===== config.mk =====
export PLATFORM = sky130hd
export DESIGN_NAME = vga_fill_master_flat
export DESIGN_NICKNAME = d
export VERILOG_FILES = /design/src/rtl/vga_fill_master_if.sv /design/src/rtl/vga_fill_master.sv /design/src/flat_wrapper.sv
export SDC_FILE = /design/constraint.sdc
export NUM_CORES = 1
export LEC_CHECK = 0
export CAP_MARGIN = 20
export CORE_MARGIN = 2
export CORE_UTILIZATION = 32
export CTS_CLUSTER_DIAMETER = 40
export DETAILED_ROUTE_END_ITERATION = 6
export DONT_BUFFER_PORTS = 1
export PLACE_DENSITY_LB_ADDON = 0.15
export SYNTH_ARGS = -nofsm -noshare
export SYNTH_HDL_FRONTEND = slang
export SYNTH_SLANG_ARGS = --single-unit

===== constraint.sdc =====
create_clock -name clk -period 2.36 [get_ports clk]
set_input_delay 0.472 -clock clk [delete_from_list [all_inputs] [get_ports clk]]
set_output_delay 0.472 -clock clk [all_outputs]
set_load 0.01 [all_outputs]

===== src/rtl/vga_fill_master_if.sv =====
// Avalon-MM master bus used by vga_fill_master to plot pixels into a VGA slave.
interface vga_fill_master_if;
  logic [3:0]  m_address;
  logic        m_write;
  logic [31:0] m_writedata;
  logic        m_waitrequest;

  modport master (output m_address, m_write, m_writedata, input m_waitrequest);
  modport slave  (input m_address, m_write, m_writedata, output m_waitrequest);
endinterface


===== src/rtl/vga_fill_master.sv =====
// Rectangle fill engine: streams one Avalon-MM pixel write per accepted cycle in raster order.
// Define VGA_FILL_CLIP_EN to clip the rectangle to the MAX_X x MAX_Y visible area.
module vga_fill_master #(
  parameter int MAX_X = 160,
  parameter int MAX_Y = 120
) (
  input  logic              clk,
  input  logic              reset,
  input  logic              start,
  input  logic [7:0]        x0,
  input  logic [7:0]        x1,
  input  logic [6:0]        y0,
  input  logic [6:0]        y1,
  input  logic [2:0]        colour,
  output logic              busy,
  output logic              done,
  vga_fill_master_if.master bus
);

  typedef enum logic [1:0] {IDLE, WRITE, DONE} state_t;

`ifdef VGA_FILL_CLIP_EN
  localparam bit CLIP_EN = 1'b1;
`else
  localparam bit CLIP_EN = 1'b0;
`endif

  localparam logic [8:0] X_LIMIT = 9'(MAX_X - 1);
  localparam logic [8:0] Y_LIMIT = 9'(MAX_Y - 1);

  state_t     state, state_next;
  logic [8:0] x_min, x_max, y_min, y_max;
  logic [8:0] x_cur, y_cur;
  logic [2:0] fill_colour;

  logic [8:0] n_x_min, n_x_max, n_y_min, n_y_max;
  logic [8:0] c_x_max, c_y_max;
  logic       off_screen;
  logic       last_pixel;
  logic       accept;

  // Counters are 9 bits wide so stepping past x=255 never wraps back into range.
  always_comb begin
    n_x_min    = (x0 < x1) ? {1'b0, x0} : {1'b0, x1};
    n_x_max    = (x0 < x1) ? {1'b0, x1} : {1'b0, x0};
    n_y_min    = (y0 < y1) ? {2'b00, y0} : {2'b00, y1};
    n_y_max    = (y0 < y1) ? {2'b00, y1} : {2'b00, y0};
    c_x_max    = (CLIP_EN && (n_x_max > X_LIMIT)) ? X_LIMIT : n_x_max;
    c_y_max    = (CLIP_EN && (n_y_max > Y_LIMIT)) ? Y_LIMIT : n_y_max;
    off_screen = CLIP_EN && ((n_x_min > X_LIMIT) || (n_y_min > Y_LIMIT));
  end

  assign last_pixel = (x_cur == x_max) && (y_cur == y_max);
  assign accept     = (state == WRITE) && !bus.m_waitrequest;

  always_ff @(posedge clk) begin
    if (reset) state <= IDLE;
    else       state <= state_next;
  end

  always_comb begin
    state_next      = state;
    busy            = 1'b0;
    done            = 1'b0;
    bus.m_write     = 1'b0;
    bus.m_address   = 4'd0;
    bus.m_writedata = 32'd0;
    case (state)
      IDLE: begin
        if (start) state_next = off_screen ? DONE : WRITE;
      end
      WRITE: begin
        busy            = 1'b1;
        bus.m_write     = 1'b1;
        bus.m_writedata = {13'd0, fill_colour, x_cur[7:0], 1'b0, y_cur[6:0]};
        if (accept && last_pixel) state_next = DONE;
      end
      DONE: begin
        done       = 1'b1;
        state_next = IDLE;
      end
      default: state_next = IDLE;
    endcase
  end

  // Capture only in IDLE so later input changes cannot disturb a running fill.
  always_ff @(posedge clk) begin
    if (reset) begin
      x_min       <= '0;
      x_max       <= '0;
      y_min       <= '0;
      y_max       <= '0;
      x_cur       <= '0;
      y_cur       <= '0;
      fill_colour <= '0;
    end else if (state == IDLE && start) begin
      x_min       <= n_x_min;
      x_max       <= c_x_max;
      y_min       <= n_y_min;
      y_max       <= c_y_max;
      x_cur       <= n_x_min;
      y_cur       <= n_y_min;
      fill_colour <= colour;
    end else if (accept && !last_pixel) begin
      if (x_cur == x_max) begin
        x_cur <= x_min;
        y_cur <= y_cur + 9'd1;
      end else begin
        x_cur <= x_cur + 9'd1;
      end
    end
  end

endmodule

===== src/flat_wrapper.sv =====
// flat-port wrapper written by rule: the top's interface ports become plain ports
module vga_fill_master_flat 
#(
  parameter int MAX_X = 160,
  parameter int MAX_Y = 120
)
  (clk, reset, start, x0, x1, y0, y1, colour, busy, done, bus_m_address, bus_m_write, bus_m_writedata, bus_m_waitrequest);
  vga_fill_master_if bus_i ();
  input  logic clk;
  input  logic reset;
  input  logic start;
  input  logic [7:0] x0;
  input  logic [7:0] x1;
  input  logic [6:0] y0;
  input  logic [6:0] y1;
  input  logic [2:0] colour;
  output logic busy;
  output logic done;
  output wire logic [$bits(bus_i.m_address)-1:0] bus_m_address;
  output wire logic [$bits(bus_i.m_write)-1:0] bus_m_write;
  output wire logic [$bits(bus_i.m_writedata)-1:0] bus_m_writedata;
  input wire logic [$bits(bus_i.m_waitrequest)-1:0] bus_m_waitrequest;
  assign bus_m_address = bus_i.m_address;
  assign bus_m_write = bus_i.m_write;
  assign bus_m_writedata = bus_i.m_writedata;
  assign bus_i.m_waitrequest = bus_m_waitrequest;
  vga_fill_master #(.MAX_X(MAX_X), .MAX_Y(MAX_Y)) u_core (.clk(clk), .reset(reset), .start(start), .x0(x0), .x1(x1), .y0(y0), .y1(y1), .colour(colour), .busy(busy), .done(done), .bus(bus_i));
endmodule

== Yosys cells after proc, flatten, opt, wreduce, memory -nomap -nowiden ==
Cells that the tools add are included.

* Register bits after elaboration: 50
* Output and inout port bits: 39

* Add/subtract/negate cells: 2
* Magnitude comparators: 2
* Eq/ne operators: 6
* Mux-type cells: 16
* Reduce and logical (&&, ||, !) cells: 12

{| class="wikitable"
|+ Operators by type and width
! cell !! count
|-
| two-way mux 9 bit || 6
|-
| two-way mux 19 bit || 1
|-
| adder 9 x 1 -> 9 bit, second input constant || 2
|-
| equality test 9 bit || 2
|-
| two-way mux 8 bit || 2
|-
| two-way mux 7 bit || 2
|-
| < comparator 8 bit || 1
|-
| < comparator 7 bit || 1
|-
| logical AND 1 bit || 5
|-
| two-way mux 2 bit || 2
|-
| inequality test 2 bit, second input constant || 2
|-
| case mux 2 bit (2 select lines) || 1
|-
| AND reduction 2 bit || 2
|-
| nonzero test 2 bit || 2
|-
| equality test 2 x 1 -> 1 bit, second input constant || 1
|-
| equality test 2 bit, second input constant || 1
|-
| zero test 1 bit || 2
|-
| zero test 2 bit || 1
|-
| two-way mux 1 bit || 2
|}

== Depth between registers and ports, before layout ==
* Depth after elaboration: 6
* Depth in mapped cells: 9
* Depth with buffers taken out: 8

== Least setup slack after synthesis ==
No wires, ideal clock.

* Kind: in2reg
* Start: in x1[7]
* End: reg u_core.x_cur[7]
* Setup time: 0.119 ns
* Data arrival time: 2.016 ns
* Data required time: 2.241 ns
* Path slack: 0.225 ns
* Cell stages on the path: 8
* Buffers on the path: 1
* Cell sequence: inv_1 ha_1 nand4_1 o31ai_4 buf_2 mux2i_1 a21oi_1 o221a_2

* Cells in the longest elaborated chain, start to end: 3

{| class="wikitable"
|+ RTL lines
! what !! RTL line !! RTL
|-
| start: declaration || flat_wrapper.sv:13 || <nowiki>input logic [7:0] x1;</nowiki>
|-
| < comparator 8 bit || vga_fill_master.sv:44 || <nowiki>n_x_min = (x0 < x1) ? {1'b0, x0} : {1'b0, x1};</nowiki>
|-
| two-way mux 8 bit (*) || vga_fill_master.sv:44 ||
|-
| two-way mux 9 bit (*) || vga_fill_master.sv:96 || <nowiki>end else if (state == IDLE && start) begin</nowiki>
|-
| end signal: assignment || vga_fill_master.sv:101 || <nowiki>x_cur <= n_x_min;</nowiki>
|-
| end signal: assignment || vga_fill_master.sv:106 || <nowiki>x_cur <= x_min;</nowiki>
|-
| end signal: assignment || vga_fill_master.sv:109 || <nowiki>x_cur <= x_cur + 9'd1;</nowiki>
|-
| end: declaration || vga_fill_master.sv:33 || <nowiki>logic [8:0] x_cur, y_cur;</nowiki>
|}

Every way passes the cells marked *; elsewhere a longest branch is shown, timed or not.
A chain may end at the register's enable or synchronous reset.

== Worst setup path after layout ==
* Start: reg u_core.x_cur[6]
* End: reg u_core.y_cur[1]

* Cells in the longest elaborated chain, start to end: 6

{| class="wikitable"
|+ RTL lines
! what !! RTL line !! RTL
|-
| equality test 9 bit (*) || vga_fill_master.sv:53, vga_fill_master.sv:105 ||
|-
| logical AND 1 bit || vga_fill_master.sv:53 || <nowiki>assign last_pixel = (x_cur == x_max) && (y_cur == y_max);</nowiki>
|-
| zero test 1 bit || vga_fill_master.sv:104 || <nowiki>end else if (accept && !last_pixel) begin</nowiki>
|-
| logical AND 1 bit || vga_fill_master.sv:104 ||
|-
| nonzero test 2 bit (no source line) || - ||
|-
| AND reduction 2 bit (no source line) (*) || - ||
|-
| end signal: assignment || vga_fill_master.sv:102 || <nowiki>y_cur <= n_y_min;</nowiki>
|-
| end signal: assignment || vga_fill_master.sv:107 || <nowiki>y_cur <= y_cur + 9'd1;</nowiki>
|-
| end: declaration || vga_fill_master.sv:33 ||
|}

Marked as above.

==> summary.md <==
| Metric | Value |
|---|---|
| Drt first pass iters | 4 |
| Switching Share | 0.329 |
| Post-synth design cell area | between 3000 and 4000 sq um |
| Lkg Pwr | about 1.4 nW |
| Die Height | 105 um |
| Comb pwr share | 0.289 |
| Wire per inst | ~16 um |
| Share of the synthesized area in the top cell type | 0.282 |
| I/O pins | 76 |
| Worst Hold Class | in2reg |
| Drt total wl | between 8 and 9 mm |
| Post-CTS sizing | 0 |
| Run status | finished clean |
| Flop pwr share | 0.430 |
| Register area share after synthesis | 0.282 |
| Flop and latch count out of synthesis | 46 |
| CTS sink cnt | 46 |
| TNS Setup | 0 ns |
| Main area contributors after synthesis | dfxtp_1 (28%), ha_1 (5.7%), a21oi_1 (5.4%), mux2i_1 (4.6%), buf_4 (4.4%) |
| Critical path data arrival time | between 2 and 2.5 ns |
| Crit Path Class | reg2reg |
| Worst endpoint required time | between 2 and 3 ns |
| Placed wire-length estimate | ~6.2 mm |
| Final worst path period share | 0.862 |
| H-tree Lvls | 2 |
| # DRC | 0 |
| Final Util | 0.352 |
| Grt total ovfl | 0 |
| Reg clk slew, reported paths | roughly 0.09 ns |
| Main synth FF type | dfxtp_1 |
| Via count | about 2.6k |
| Initial antenna violation count | 0 |
| Row cnt | 36 |
| I/O Buffers | 0 |
| Post-route ant nets | 0 |
| Postcts setup bufs | 0 |
| N_diodes | 0 |
| Mean post-synth cell area | roughly 8.3 sq um |
| Area leader, netlist | dfxtp_1 |
| Global-route wire length before repair | between 10 and 15 mm |
| Startpoint class of the critical path | flop |
| Commonest non-fill, non-tap cell in the layout | dfxtp_1 |
| Post-synth ARST share | 0 |
| Number of synthesized flops with an enable pin | 0 |
| Nets | approximately 450 |
| Fin crit period | about 2 ns |
| Die area | about 11000 sq um |
| Clk buf depth | 2 |
| Maximum vdd ir drop | 0.238 mV |
| Int Power | 1.41 mW |
| Area grow syn2layout | 6.43% |
| CTS Hold Bufs | 0 |
| Fraction of layout cells with a size suffix above 1 | 0.124 |
| Fillers | between 1k and 1.5k |
| Max Fclk | 0.492 GHz |
| Final setup violation count | 0 |
| Clk pwr share | 0.282 |
| CTS tree | done |
| Skew final | ~0.0043 ns |
| Storage cell area | roughly 920 sq um |
| Via/cell ratio | 4.95 |
| Multi-input gate area | around 2100 sq um |
| Final count of hold timing violations | 0 |
| CP max stage cell | dfxtp_1 |
| Core Box Area | 9860 sq um |
| Unrepaired setup endpoints after global routing | no |
| Final Max Slew Viols | 0 |
| CP Max Fanout | 13 |
| Die width | 105 um |
| Pwr Density | 605 nW/um^2 |
| Gr usage total | 0.150 |
| GP Congestion | roughly 0.8 |
| Most frequent cells in the layout | dfxtp_1 (46), a21oi_1 (35), nor2_1 (33) |
| Tot Pwr | ~2.1 mW |
| TritonCTS buffer count | 5 |
| Vias in the first global route | between 2k and 3k |
| Worst-Skew Late Latency | slightly below 0.3 ns |
| Synth Instances | 395 |
| Initial drt markers | 96 |
| Root buffer cell | clkbuf_8 |
| Cell Chain, Critical Path | xor2_1, nor3_2, nand3_4, buf_4, nor3_2, a211oi_1, a211oi_1 |
| Largest net degree at the start of global routing | 45 |
| CP max stage delay | about 0.5 ns |
| Synth Warn # | 0 |
| Worst setup EP type | flop |
| Net load switching power | between 600 and 700 uW |
| Maxcap violations | 0 |
| Distinct cells, synth | between 50 and 60 |
| Starting Density | 0.331 |
through the flow:
step,hold slack [ns],worst slack (ns),instances,instance area [sq um]
CTS,0.222,0.315,527,3480
floorplan,0.432,0.225,412,3330
finish,0.231,0.326,527,3480
global route,0.213,0.161,527,3480
detailed placement,0.437,0.108,519,3370
global placement,0.431,0.146,519,3370
state kept, by name (all words and copies together) (netlist names):
signal,count
u_core.x_max,8
u_core.fill_colour,3
u_core.y_cur,9
u_core.state,2
u_core.x_min,8
u_core.x_cur,9
u_core.y_max,7
power by group through the flow:
| stage | sequential, mW | combinational (mW) | clock (mW) |
|---|---|---|---|
| finish | 0.905 | 0.607 | 0.592 |
| detailed placement | 0.924 | 0.609 | 0 |
| global route | 0.916 | 0.680 | 0.648 |
| global placement | 0.924 | 0.604 | 0 |
| CTS | 0.906 | 0.611 | 0.615 |
| floorplan | 0.910 | 0.510 | 0 |
Yosys cell counts, types with 14 or more instances:
cell type	instances
a211oi_1	18
a21oi_1	35
and2_1	22
buf_4	19
clkbuf_1	15
dfxtp_1	46
ha_1	15
inv_1	14
mux2i_1	15
nand2_1	24
nor2_1	33
nor3_1	15
xor2_1	16
path summary, 6_finish.rpt:
path / from / cells past startpoint / to / slack, ns
max: u_core.x_cur[6]$_SDFFE_PP0P_ / 7 / u_core.y_cur[1]$_SDFFE_PP0P_ / 0.33
min: reset / 1 / u_core.fill_colour[2]$_SDFFE_PP0P_ / 0.23
max reg2reg: u_core.x_cur[6]$_SDFFE_PP0P_ / 7 / u_core.y_cur[1]$_SDFFE_PP0P_ / 0.33
min reg2reg: u_core.fill_colour[0]$_SDFFE_PP0P_ / 2 / u_core.fill_colour[0]$_SDFFE_PP0P_ / 0.45
critical path, delay by kind of cell, from the launching register on:
kind,cells,cell delay (ns)
xor gates and xnor gates,1,0.13
DFF,1,0.50
and+or+nand+nor,3,0.79
buffers and inverters,1,0.23
AOI/OAI and AO/OA,2,0.32
layout make-up:
type,instances,share of cell area
multi-input combinational,307,0.600
sequential,46,0.265
tap,133,0.0479
timing repair buffer,19,0.0410
clock buffer,5,0.0198
inverter,14,0.0151
clock inverter,3,0.0115
cells by family after synthesis:
| family | synth area share |
|---|---|
| simple gates | 0.237 |
| compound gates | 0.207 |
| buf+inv | 0.100 |
| flops | 0.282 |
| xor+xnor | 0.0590 |
| mux | 0.0563 |
| fa+ha+maj | 0.0574 |
| other cells | 0.00115 |
routing by layer:
metal  track usage  part of all wire  vias up
met5             0                 0        -
met4        0.0314            0.0060        0
met3        0.0243             0.056        2
met2         0.228              0.42       75
met1         0.222              0.52     1168
li1              -                 -     1365
Note: power is estimated with default switching activity, not from simulation.
